**config.mk**
```make
export PLATFORM = sky130hd
export DESIGN_NAME = tx_token_arbiter
export DESIGN_NICKNAME = d
export VERILOG_FILES = /design/src/rtl/tx_token_arbiter_pkg.sv /design/src/rtl/tx_token_arbiter.sv
export SDC_FILE = /design/constraint.sdc
export NUM_CORES = 1
export LEC_CHECK = 0
export ABC_AREA = 1
export BUFFER_PORTS_ARGS = -buffer_cell sky130_fd_sc_hd__buf_2
export CORE_UTILIZATION = 42
export CTS_BUF_LIST = sky130_fd_sc_hd__clkbuf_8
export CTS_CLUSTER_DIAMETER = 120
export DETAILED_ROUTE_END_ITERATION = 10
export PLACE_DENSITY_LB_ADDON = 0.1
export SLEW_MARGIN = 0
export SYNTH_ARGS = -nofsm -noshare
export SYNTH_HDL_FRONTEND = slang
export SYNTH_SLANG_ARGS = --single-unit
```
**constraint.sdc**
```tcl
create_clock -name Clk_R -period 3 [get_ports Clk_R]
set_input_delay 0.6 -clock Clk_R [delete_from_list [all_inputs] [get_ports Clk_R]]
set_output_delay 0.6 -clock Clk_R [all_outputs]
set_load 0.005 [all_outputs]
```
**src/rtl/tx_token_arbiter_pkg.sv**
```systemverilog
// Shared packet layout, type codes and arbiter state encoding for the TX token arbiter.
// Latency: n/a (constants and types only).
// Backpressure: n/a.
package tx_token_arbiter_pkg;

    // Packet and address geometry used by every path through the router.
    localparam int PKT_W      = 55;
    localparam int RTR_ADDR_W = 4;

    // Packet field positions: [54:53] type, [52:49] dst, [48:45] src, [44:0] payload.
    localparam int TYPE_MSB = 54;
    localparam int TYPE_LSB = 53;
    localparam int DST_MSB  = 52;
    localparam int DST_LSB  = 49;
    localparam int SRC_MSB  = 48;
    localparam int SRC_LSB  = 45;

    // Packet type codes.
    localparam logic [1:0] TYPE_DATA  = 2'b01;
    localparam logic [1:0] TYPE_TOKEN = 2'b11;

    // IDLE/HOLD are the only states in which a new packet may be chosen.
    typedef enum logic [2:0] {
        ST_IDLE       = 3'd0,
        ST_HOLD       = 3'd1,
        ST_XMIT_FWD   = 3'd2,
        ST_XMIT_LOCAL = 3'd3,
        ST_XMIT_TOKEN = 3'd4
    } arb_state_t;

endpackage

```
**src/rtl/tx_token_arbiter.sv**
```systemverilog
// Shares the single serial TX channel between forwarded ring traffic and token-gated local injection.
// Latency: packet captured in cycle N is presented on TX_Data with TX_Data_Valid in cycle N+1.
// Backpressure: TX_Data held stable until TX_Data_Ready; no new capture until the cycle after the handshake.
module tx_token_arbiter
    import tx_token_arbiter_pkg::*;
#(
    parameter int               DATA_W    = PKT_W,
    parameter int               ADDR_W    = RTR_ADDR_W,
    parameter int               MAX_BURST = 4,
    parameter int               HOLD_MAX  = 64,
    parameter logic [ADDR_W-1:0] INIT_ADDR = '0
) (
    input  logic              Clk_R,
    input  logic              Rst,
    input  logic [ADDR_W-1:0] r_addr,
    input  logic              Fwd_Valid,
    input  logic [DATA_W-1:0] Fwd_Data,
    output logic              Fwd_Ready,
    input  logic              Local_Valid,
    input  logic [DATA_W-1:0] Local_Data,
    output logic              Local_Ack,
    input  logic              Token_In,
    input  logic              TX_Data_Ready,
    output logic              TX_Data_Valid,
    output logic [DATA_W-1:0] TX_Data,
    output logic              Token_Held,
    output logic              Token_Dup
);

    localparam int BW = $clog2(MAX_BURST + 1);
    localparam int HW = $clog2(HOLD_MAX + 1);
    localparam logic [BW-1:0] BURST_LIM = BW'(MAX_BURST);
    localparam logic [HW-1:0] HOLD_LIM  = HW'(HOLD_MAX);

    arb_state_t        state;
    logic              token_held;
    logic              token_dup;
    logic [BW-1:0]     burst_cnt;
    logic [HW-1:0]     hold_cnt;
    logic              tx_valid;
    logic [DATA_W-1:0] tx_data;

    logic              deciding;
    logic              take_fwd;
    logic              take_local;
    logic              take_token;
    logic              tx_done;
    logic              token_acquire;
    logic              token_release;
    logic [DATA_W-1:0] token_pkt;

    // Arbitration decision for this cycle: forward always wins, locals only under the token and within limits.
    always_comb begin
        deciding      = (state == ST_IDLE) || (state == ST_HOLD);
        take_fwd      = deciding && Fwd_Valid;
        take_local    = (state == ST_HOLD) && !Fwd_Valid && Local_Valid &&
                        (burst_cnt < BURST_LIM) && (hold_cnt < HOLD_LIM);
        take_token    = (state == ST_HOLD) && !take_fwd && !take_local;
        tx_done       = tx_valid && TX_Data_Ready;
        token_release = tx_done && (state == ST_XMIT_TOKEN);
        // A duplicate arriving while the release is in flight is still a duplicate: token_held is 1 then.
        token_acquire = Token_In && !token_held;
    end

    // Token packet addressed to the next router on the ring, sourced from this one.
    always_comb begin
        token_pkt                    = '0;
        token_pkt[TYPE_MSB:TYPE_LSB] = TYPE_TOKEN;
        token_pkt[DST_MSB:DST_LSB]   = r_addr + ADDR_W'(1);
        token_pkt[SRC_MSB:SRC_LSB]   = r_addr;
    end

    // Channel FSM with registered TX output; a reset drops whatever was in flight.
    always_ff @(posedge Clk_R) begin
        if (Rst) begin
            state    <= (r_addr == INIT_ADDR) ? ST_HOLD : ST_IDLE;
            tx_valid <= 1'b0;
            tx_data  <= '0;
        end else begin
            case (state)
                ST_IDLE, ST_HOLD: begin
                    if (take_fwd) begin
                        tx_data  <= Fwd_Data;
                        tx_valid <= 1'b1;
                        state    <= ST_XMIT_FWD;
                    end else if (take_local) begin
                        tx_data  <= Local_Data;
                        tx_valid <= 1'b1;
                        state    <= ST_XMIT_LOCAL;
                    end else if (take_token) begin
                        tx_data  <= token_pkt;
                        tx_valid <= 1'b1;
                        state    <= ST_XMIT_TOKEN;
                    end else if (token_acquire) begin
                        state    <= ST_HOLD;
                    end
                end
                ST_XMIT_FWD: begin
                    if (tx_done) begin
                        tx_valid <= 1'b0;
                        // A token landing on the handshake cycle must still bring us back to HOLD.
                        state    <= (token_held || token_acquire) ? ST_HOLD : ST_IDLE;
                    end
                end
                ST_XMIT_LOCAL: begin
                    if (tx_done) begin
                        tx_valid <= 1'b0;
                        state    <= ST_HOLD;
                    end
                end
                ST_XMIT_TOKEN: begin
                    if (tx_done) begin
                        tx_valid <= 1'b0;
                        state    <= ST_IDLE;
                    end
                end
                default: begin
                    tx_valid <= 1'b0;
                    state    <= ST_IDLE;
                end
            endcase
        end
    end

    // Token ownership, duplicate detection, local burst count and hold-time count.
    always_ff @(posedge Clk_R) begin
        if (Rst) begin
            token_held <= (r_addr == INIT_ADDR);
            token_dup  <= 1'b0;
            burst_cnt  <= '0;
            hold_cnt   <= '0;
        end else begin
            token_dup <= Token_In && token_held;
            if (token_release) begin
                token_held <= 1'b0;
                burst_cnt  <= '0;
                hold_cnt   <= '0;
            end else if (token_acquire) begin
                token_held <= 1'b1;
                burst_cnt  <= '0;
                hold_cnt   <= '0;
            end else begin
                if (token_held && (hold_cnt < HOLD_LIM)) begin
                    hold_cnt <= hold_cnt + HW'(1);
                end
                if (take_local) begin
                    burst_cnt <= burst_cnt + BW'(1);
                end
            end
        end
    end

    assign Fwd_Ready     = take_fwd;
    assign Local_Ack     = take_local;
    assign TX_Data_Valid = tx_valid;
    assign TX_Data       = tx_data;
    assign Token_Held    = token_held;
    assign Token_Dup     = token_dup;

endmodule

```
==> flow_summary.yaml <==
detailed_routing:
  ant_nets: 0
  avgRoutedWirePerCell_um: 12.93
  viasPerCell: 4.882
  drtPass1Iterations: 4
  num_vias: 3432
  drt_iter0_drc: 111
  drc: 0
  wirelength_um: 9092
yosys:
  ys.flop_type: "dfxtp_1"
  netlist_instances: 428
  ys_ff_latch: 71
  synth_fp_nets: 552
  synth_cell_types: 35
  syn_area_um2: 3236
  synth_edf_count: 4
  syn_avg_cell_area_um2: 7.560
  netlist.area_leader.share: 0.4145
  synth_area_leader_cell: "dfxtp_1"
  yosysWarningCount: 0
  ys_async_sr_fraction: 0
  synth_area_leaders: "dfxtp_1 (41%), nand2_1 (20%), a31oi_1 (8.9%)"
  synth_seq_area_share: 0.4517
floorplan:
  die_area_um2: 8059
  core_area_um2: 7331
  die_w_um: 89.77
  start_util: 0.4414
  io_pins: 180
  die_y_um: 89.77
  row_count: 31
worst_setup_path:
  crit_arrival_ps: 1670
  criticalPathCategory: "reg2out"
  critical_path_depth: 4
  cp_max_fo: 33
  crit_chain: "nor2_4, nand2_4, inv_4, buf_2"
  crit_required_ps: 2400
  start_kind: "flop"
  end_kind: "output port"
  cpMaxStageDelayCell: "edfxtp_1"
  cp_slowest_stage_delay_ps: 460
  crit_buf_inv: 2
  critPathTopFamily: "buffers and inverters"
  rr_worst_depth: 6
cts:
  clkSinkCount: 71
  cts-hold-fix-buffers: 0
  clk_latency_ps: 340
  path_clk_slew_ps: 70
  cts-htree-levels: 3
  clock-root-buffer: "clkbuf_8"
  cts_buffers: 9
  cts-resized-gates: 0
  cts_buffer_depth: 2
  cts_tree: "yes"
  cts_post_setup_buffers_inserted: 0
global_routing:
  grt_pass1_vias: 3204
  grt_overflow: 0
  grt_pass1_wl_um: 14760
  grt_util_all_layers: 0.2264
  antenna_found_initial: 0
  grt_max_degree: 52
placement:
  io_buffers: 179
  dp_hpwl_um: 6607
  dpl-instance-area_um2: 4145
  routabilityCongestion: 0.8070
layout:
  fillers: 736
  finalNetCount: 723
  final_cell_mix: "buf_2 (179), nand2_1 (170), dfxtp_1 (67)"
  diodes: 0
  final_area_um2: 4367
  final_layout_size_suffix_gt1_frac: 0.3675
  layout_commonest_cell: "buf_2"
  syn_to_final_growth_pct: 34.96
run:
  maxCapViolations: 0
sta:
  rsz0062_at_grt: "no"
  fin_skew_ps: 8.972
  slew-limit-headroom: 0.6281
  fin_crit_sh: 0.7551
  fmax_ghz: 0.4414
  fin_crit_ps: 2265
  finalMaxSlewViolations: 0
  setup_tns_ps: 0
  final_hold_viol_count: 0
  finalSetupViolCount: 0
  worstMarginPinSlew_ps: 557.9
pwr:
  finalPower_w: 0.003205
  powerDensity_nw_per_um2: 733.9
  irDropWorstVdd_v: 0.0002711
  power_leakage_nw: 2.077
hold_path:
  min_path_type: "reg2reg"
  hold_depth: 2
outcome:
  status: "finished clean"
[final timing paths]
kind              slack [ps]           to         from
setup / recovery         730    Fwd_Ready     state[2]
hold / removal           470  TX_Data[52]  TX_Data[52]
setup reg to reg        1140  TX_Data[44]     state[2]
hold reg to reg          470  TX_Data[52]  TX_Data[52]
[metal layers]
metal | wire, µm | vias up | GRT usage
li1 | - | 1751 | -
met1 | 3984 | 1523 | 0.2832
met2 | 4209 | 141 | 0.3699
met3 | 762 | 17 | 0.05668
met4 | 136 | 0 | 0.09699
met5 | 0 | - | 0
[area by class of cell]
cell class | count | area, µm² | share of cell area
Clock buffer | 10 | 137.6 | 0.03152
Sequential cell | 71 | 1461 | 0.3347
Inverter | 22 | 85.08 | 0.01948
Multi-Input combinational cell | 310 | 1534 | 0.3513
Tap cell | 99 | 123.9 | 0.02837
Timing Repair Buffer | 185 | 940.9 | 0.2155
Clock inverter | 6 | 83.83 | 0.01920
[worst min-delay path, delay by kind of cell, from the launching register on]
kind | cells | cell delay, ps
AND/OR/NAND/NOR | 1 | 60
flip-flops | 1 | 310
AO/OA/AOI/OAI | 1 | 60
[per-stage QoR]
step	setup WS [ps]	cells	util	hold slack, ps
after floorplan	1258	428	-	446.1
after global placement	1065	687	0.5655	454.1
after detailed placement	1012	687	0.5655	461.3
after CTS	712.1	703	0.5957	472.0
after global routing	619.8	703	0.5957	488.2
final	734.6	703	0.5957	470.6
[synth_stat cells (all sizes together), types with 2 or more instances]
| cell type | n |
|---|---|
| nand2 | 183 |
| dfxtp | 67 |
| a31oi | 46 |
| inv | 22 |
| a21oi | 21 |
| buf | 18 |
| o21ai | 15 |
| nor2 | 14 |
| clkbuf | 7 |
| nand3 | 6 |
| edfxtp | 4 |
| ha | 4 |
| nor3 | 4 |
| o211ai | 4 |
| or2 | 3 |
| nand4 | 2 |
| nor3b | 2 |
| o21a | 2 |
| xor2 | 2 |
[logic make-up (layout without fill, tap and decap cells)]
kind of cell	Yosys count	in the layout	share of synthesized area
AND/OR/NAND/NOR	214	214	0.2896
flip-flops	71	71	0.4517
AO/OA/AOI/OAI	89	89	0.1609
XOR/XNOR	3	3	0.008122
buffers and inverters	47	223	0.07425
adder cells (fa/ha/maj)	4	4	0.01547
[sequential cells by signal (all words and copies together) (netlist names)]
name,cells
TX_Data,55
TX_Data_Valid,1
Token_Dup,1
Token_Held,1
burst_cnt,3
hold_cnt,7
state,3
[where the power goes]
part	internal, W	switching (W)
registers	0.00116	0.000120
logic	0.000428	0.000650
clock network	0.000489	0.000358
total	0.00208	0.00113
No activity file was read; power rests on OpenSTA's default activity.
